<file path="src/rtl/seq_shift_add_multiplier.sv">
// Sequential shift-and-add multiplier with valid/ready handshakes on both sides.
// Define MULT_SIGNED_EN to treat a, b and product as two's complement.
module seq_shift_add_multiplier #(
   parameter int WIDTH = 4
) (
   input  logic               clk,
   input  logic               rst_n,
   input  logic               in_valid,
   output logic               in_ready,
   input  logic [WIDTH-1:0]   a,
   input  logic [WIDTH-1:0]   b,
   output logic               out_valid,
   input  logic               out_ready,
   output logic [2*WIDTH-1:0] product,
   output logic               busy
);

   // state | meaning
   // IDLE  | waiting for operands, in_ready high
   // CALC  | one partial product per clock, WIDTH clocks
   // DONE  | product presented, waiting for out_ready
   typedef enum logic [1:0] {
      S_IDLE = 2'd0,
      S_CALC = 2'd1,
      S_DONE = 2'd2
   } state_t;

   localparam int CNT_W = $clog2(WIDTH);

   state_t               state_q, state_d;
   logic [WIDTH-1:0]     mcand_q, mcand_d;
   logic [WIDTH-1:0]     mplier_q, mplier_d;
   logic [WIDTH-1:0]     acc_q, acc_d;
   logic [CNT_W-1:0]     cnt_q, cnt_d;
   logic                 out_valid_q, out_valid_d;
   logic [2*WIDTH-1:0]   product_q, product_d;

   logic [WIDTH:0]       sum;
   logic [WIDTH-1:0]     acc_next;
   logic [WIDTH-1:0]     mplier_next;
   logic [2*WIDTH-1:0]   mag_next;
   logic [WIDTH-1:0]     a_mag;
   logic [WIDTH-1:0]     b_mag;
   logic [2*WIDTH-1:0]   result;

`ifdef MULT_SIGNED_EN
   logic sign_q, sign_d;

   // |-2^(W-1)| wraps to 2^(W-1), which is still correct read as unsigned
   assign a_mag  = a[WIDTH-1] ? -a : a;
   assign b_mag  = b[WIDTH-1] ? -b : b;
   assign result = sign_q ? -mag_next : mag_next;
`else
   assign a_mag  = a;
   assign b_mag  = b;
   assign result = mag_next;
`endif

   // The adder carry lands in acc[WIDTH-1] after the shift, so no bit is lost
   assign sum         = {1'b0, acc_q} + (mplier_q[0] ? {1'b0, mcand_q} : '0);
   assign acc_next    = sum[WIDTH:1];
   assign mplier_next = {sum[0], mplier_q[WIDTH-1:1]};
   assign mag_next    = {acc_next, mplier_next};

   always_comb begin
      state_d     = state_q;
      mcand_d     = mcand_q;
      mplier_d    = mplier_q;
      acc_d       = acc_q;
      cnt_d       = cnt_q;
      out_valid_d = out_valid_q;
      product_d   = product_q;
`ifdef MULT_SIGNED_EN
      sign_d      = sign_q;
`endif
      case (state_q)
         S_IDLE: begin
            if (in_valid) begin
               mcand_d  = a_mag;
               mplier_d = b_mag;
               acc_d    = '0;
               cnt_d    = CNT_W'(WIDTH - 1);
`ifdef MULT_SIGNED_EN
               sign_d   = a[WIDTH-1] ^ b[WIDTH-1];
`endif
               state_d  = S_CALC;
            end
         end
         S_CALC: begin
            acc_d    = acc_next;
            mplier_d = mplier_next;
            if (cnt_q == '0) begin
               state_d     = S_DONE;
               out_valid_d = 1'b1;
               product_d   = result;
            end else begin
               cnt_d = cnt_q - CNT_W'(1);
            end
         end
         S_DONE: begin
            if (out_ready) begin
               state_d     = S_IDLE;
               out_valid_d = 1'b0;
            end
         end
         default: begin
            state_d     = S_IDLE;
            out_valid_d = 1'b0;
         end
      endcase
   end

   always_ff @(posedge clk or negedge rst_n) begin
      if (!rst_n) begin
         state_q     <= S_IDLE;
         mcand_q     <= '0;
         mplier_q    <= '0;
         acc_q       <= '0;
         cnt_q       <= '0;
         out_valid_q <= 1'b0;
         product_q   <= '0;
`ifdef MULT_SIGNED_EN
         sign_q      <= 1'b0;
`endif
      end else begin
         state_q     <= state_d;
         mcand_q     <= mcand_d;
         mplier_q    <= mplier_d;
         acc_q       <= acc_d;
         cnt_q       <= cnt_d;
         out_valid_q <= out_valid_d;
         product_q   <= product_d;
`ifdef MULT_SIGNED_EN
         sign_q      <= sign_d;
`endif
      end
   end

   assign in_ready  = (state_q == S_IDLE);
   assign busy      = (state_q != S_IDLE);
   assign out_valid = out_valid_q;
   assign product   = product_q;

endmodule

</file>
<file path="config.mk">
export PLATFORM = sky130hd
export DESIGN_NAME = seq_shift_add_multiplier
export DESIGN_NICKNAME = d
export VERILOG_FILES = /design/src/rtl/seq_shift_add_multiplier.sv
export SDC_FILE = /design/constraint.sdc
export NUM_CORES = 1
export LEC_CHECK = 0
export CORE_MARGIN = 2
export CORE_UTILIZATION = 54
export CTS_CLUSTER_DIAMETER = 200
export CTS_CLUSTER_SIZE = 8
export DETAILED_ROUTE_END_ITERATION = 8
export GPL_ROUTABILITY_DRIVEN = 0
export HOLD_SLACK_MARGIN = 0.15
export MAX_ROUTING_LAYER = met4
export PLACE_DENSITY = 0.82
export SYNTH_ARGS = -nofsm -noshare
export SYNTH_HDL_FRONTEND = slang
export SYNTH_SLANG_ARGS = --single-unit
</file>
<file path="constraint.sdc">
create_clock -name clk -period 3.93 [get_ports clk]
set_input_delay 0.786 -clock clk [delete_from_list [all_inputs] [get_ports clk]]
set_output_delay 0.786 -clock clk [all_outputs]
set_load 0.02 [all_outputs]
</file>
# Word level (Yosys, flattened, before mapping)
# Cells that the tools add are included.
# op_classes
eq_ne	6
addsub	2
mux	15
reduce_logical	10
bitwise	1
# ops
operator	count
$pmux 4 s2	2
$mux 4	3
$mux 2	5
$reduce_and 3->1	3
$ne 2x2->1 const B	4
$pmux 2 s3	1
$reduce_and 2->1	3
$add 4x4->5	1
$logic_not 2->1	2
$pmux 2 s2	1
$reduce_bool 2->1	2
$pmux 1 s3	1
$eq 2x1->1 const B	1
$eq 2x2->1 const B	1
$mux 1	2
$sub 2x1->2 const B	1
$not 1->1	1
# word_totals
word_cells	41
out_inout_bits	11
reg_bits	25
in_bits	12

# Depth between registers and ports, before layout
# logic_depth
ltp_word	3
ltp_mapped	6
depth_no_buf	6

# Worst setup path after synthesis
# OpenSTA, ideal clock, no wires.
# synth_timing
path_type	register to register
start	register mplier_q[0]
end	register product_q[7], in the netlist product[7]
t_required_ps	3802
synth_period_minus_slack_ps	1602
path_stages_with_launch	7
slack_ps	2328
arrival_ps	1474
setup_ps	128
path_cell_list	dfrtp_1 > and2_1 > ha_1 > fa_1 > a21o_1 > a21oi_1 > o21ai_0
# synth_between
elab_chain_cells	2
# synth_lines
item	line_no	source
start, declared	32	logic [WIDTH-1:0] mplier_q, mplier_d;
start signal, assigned	128	mplier_q <= mplier_d;
$mux 4	60	assign sum = {1'b0, acc_q} + (mplier_q[0] ? {1'b0, mcand_q} : '0);
$add 4x4->5	60	
end signal, assigned	132	product_q <= product_d;
end, declared	36	logic [2*WIDTH-1:0] product_q, product_d;
# No other way between the ends.
# A chain may end at the register's enable or synchronous reset.

# Worst setup path after layout
# layout_timing
start	register state_q[0]
end	output port in_ready
# layout_between
elab_chain_cells	1
# layout_lines
item	line_no	source
start, declared	30	state_t state_q, state_d;
start signal, assigned	126	state_q <= state_d;
$logic_not 2->1	139	assign in_ready = (state_q == S_IDLE);
end, declared	9	output logic in_ready,
# No other way between the ends.

==> metrics.csv <==
metric,value,unit
grt_overflow,0,
drive_gt1_frac,0.123,
routed_wirelength,2150,µm
worstMarginPinSlew,1080,ps
met1_length,1000,µm
cts_root_buf,clkbuf_4,
hold_violations,0,
syn_inst,107,
die_y,51.5,µm
antenna_left,0,
wl_per_cell,13.6,µm
start_util,0.562,
synth_seq_cells,25,
path_class,flip-flop to primary output,
critPathCaptureType,primary output,
r2r_cells,6,
status,finished clean,
antennaDiodeCount,0,
finalHoldWorstSlack,496,ps
crit_path_max_fanout,16,
synth_cell_type_count,28,
slowest_delay,590,ps
fp.dieW,51.5,µm
viasPerCell,5.42,
cts_tree,done,
synth_area,1220,µm²
htreeDepth,1,
dp_hpwl,1600,µm
critPathTopFamily,buffers and inverters,
p_leak,0.680,nW
cts.sinks,25,
swShare,0.374,
path_cells,or2_4 > inv_2 > clkdlybuf4s50_1,
r2r_end,product[7]$_DFFE_PN0P_,
cp-start-kind,flip-flop,
min_path_type,flip-flop to flip-flop,
insertion_delay,310,ps
fin_crit,2630,ps
fillers,186,
dr.pass1.iters,4,
place.port_buffers,22,
required,3140,ps
cts_buffers,3,
synth_top_cell_by_area,dfrtp_1,
slew_headroom,0.277,
nNetsFinal,149,
post-route-period-util,0.669,
drtIter0Drc,5,
finalClockSkew,3.36,ps
dieArea,2660,µm²
min_path_cells,2,
ys.warnings.count,0,
clk_pin_slew,130,ps
worst_path_max_delay_cell,clkdlybuf4s50_1,
cts_resized,0,
powerDensity,733,nW/µm²
post_cts_buffers,0,
synth_top_area_share,0.513,
met2_length,1080,µm
timing.rr.start,mplier_q[0]$_DFFE_PN0P_,
grt_max_degree,26,
grt_pass1_wl,3480,µm
vias,857,
top_layer,met4,
ios,23,
post-route-drc-count,0,
p_clk_frac,0.103,
track_usage,0.182,
critPathArrivalTime,1840,ps
rows,17,
p_comb_frac,0.480,
crit_buf_inv,2,
postSynthAreaPerCell,11.4,µm²
cts_hold_buf,0,
internal_power,0.682,mW
ys_seq_area_frac,0.513,
min_to,product[7]$_DFFE_PN0P_,
r2r_slack,2120,ps
hold_start,product[7]$_DFFE_PN0P_,
seqPwrFrac,0.417,
antenna_found_initial,0,
synth_nets,125,
syn2layout_area_growth,21.8,%
core_area,2170,µm²
fin_tns_setup,0,ps
max_freq,0.381,GHz
synth_area_leaders,"dfrtp_1 51%, mux2_2 5.5%, ha_1 5.1%, mux2_4 4.9%, o21ai_0 4.1%",
first_global_vias,812,
cts_buffer_depth,2,
final_max_slew_viol_count,0,
rsz0062_at_grt,no,
setup_viol_count_final,0,
p_switching,0.408,mW
ir_drop,0.457,mV
maxCapViolations,0,
wl_met3,60,µm
## cell usage in the layout, fill, tap and decap left out, types with 3 or more instances in the layout
cell and count:
dfrtp_1 25, clkdlybuf4s50_1 22, o21ai_0 10, nand2_1 8
a21oi_1 7, mux2_2 6, nor2b_1 5, a22oi_1 5
ha_1 5, and2_1 4, mux2_4 4, inv_1 3
nor2_1 3, clkbuf_4 3
## worst min-delay path, cell delays in order, from the launching register on
cell     delay, ps
dfrtp_1        370
nand2_1         40
o21ai_0         60
## sequential cells by signal (all words and copies together) (netlist names)
signal     flops
state_q        2
product        8
mplier_q       4
acc_q          4
cnt_q          2
out_valid      1
mcand_q        4
## cells by family after synthesis
logic type,after synthesis,share of synthesized area
xor gates and xnor gates,1,0.00718
muxes,11,0.113
AOI/OAI and AO/OA,29,0.146
and+or+nand+nor,28,0.129
adders and majority gates,6,0.0677
DFF,25,0.513
buffers and inverters,7,0.0246
## how the worst max path moves through the flow
stage / start / to / depth (start not counted)
global placement: state_q[0]$_DFFE_PN0P_ / in_ready / 3
global route: state_q[0]$_DFFE_PN0P_ / in_ready / 3
floorplan: mplier_q[0]$_DFFE_PN0P_ / product[7]$_DFFE_PN0P_ / 6
detailed placement: state_q[0]$_DFFE_PN0P_ / in_ready / 3
finish: state_q[0]$_DFFE_PN0P_ / in_ready / 3
CTS: state_q[0]$_DFFE_PN0P_ / in_ready / 3
## cell usage after synthesis (all sizes together)
master and number:
nand2b 2, nand2 8, inv 4, fa 1, a22o 2, or2 1
a21o 1, a21boi 1, o21ai 10, nand3b 1, nor2b 5, nand3 1
ha 5, o21bai 1, mux2i 1, dfrtp 25, nor2 3, o31ai 2
and2 5, xnor2 1, buf 3, a22oi 5, a21oi 7, mux2 10
and3b 2
## stage by stage
| stage | worst slack (ps) | util | power, mW | cell area (µm²) | std cells |
|---|---|---|---|---|---|
| finish | 1300 | 0.685 | 1.09 | 1490 | 158 |
| floorplan | 2330 | - | 0.806 | 1220 | 107 |
| global route | 1220 | 0.685 | 1.17 | 1490 | 158 |
| CTS | 1280 | 0.685 | 1.10 | 1490 | 158 |
| detailed placement | 1660 | 0.673 | 0.986 | 1460 | 154 |
| global placement | 1680 | 0.673 | 0.966 | 1460 | 154 |
## layout make-up
type,instances,area [µm²],area share
Timing Repair Buffer,22,220,0.148
Clock buffer,4,26.3,0.0177
Tap cell,28,35.0,0.0236
Multi-Input combinational cell,75,564,0.380
Sequential cell,25,626,0.421
Inverter,4,15.0,0.0101
## power by group through the flow
| stage | clock, mW | sequential (mW) | combinational (mW) |
|---|---|---|---|
| 5_1_grt | 0.122 | 0.472 | 0.577 |
| 6_report | 0.113 | 0.454 | 0.523 |
| 2_1_floorplan | 0 | 0.466 | 0.340 |
| 3_5_place_dp | 0 | 0.460 | 0.527 |
| 4_1_cts | 0.118 | 0.456 | 0.529 |
| 3_3_place_gp | 0 | 0.454 | 0.511 |
## layer usage
| metal | track usage | vias to the layer above |
|---|---|---|
| met5 | - | - |
| met4 | 0.0658 | 0 |
| met3 | 0.0259 | 2 |
| met2 | 0.297 | 14 |
| met1 | 0.233 | 420 |
| li1 | - | 421 |
No activity file was read; power rests on OpenSTA's default activity.
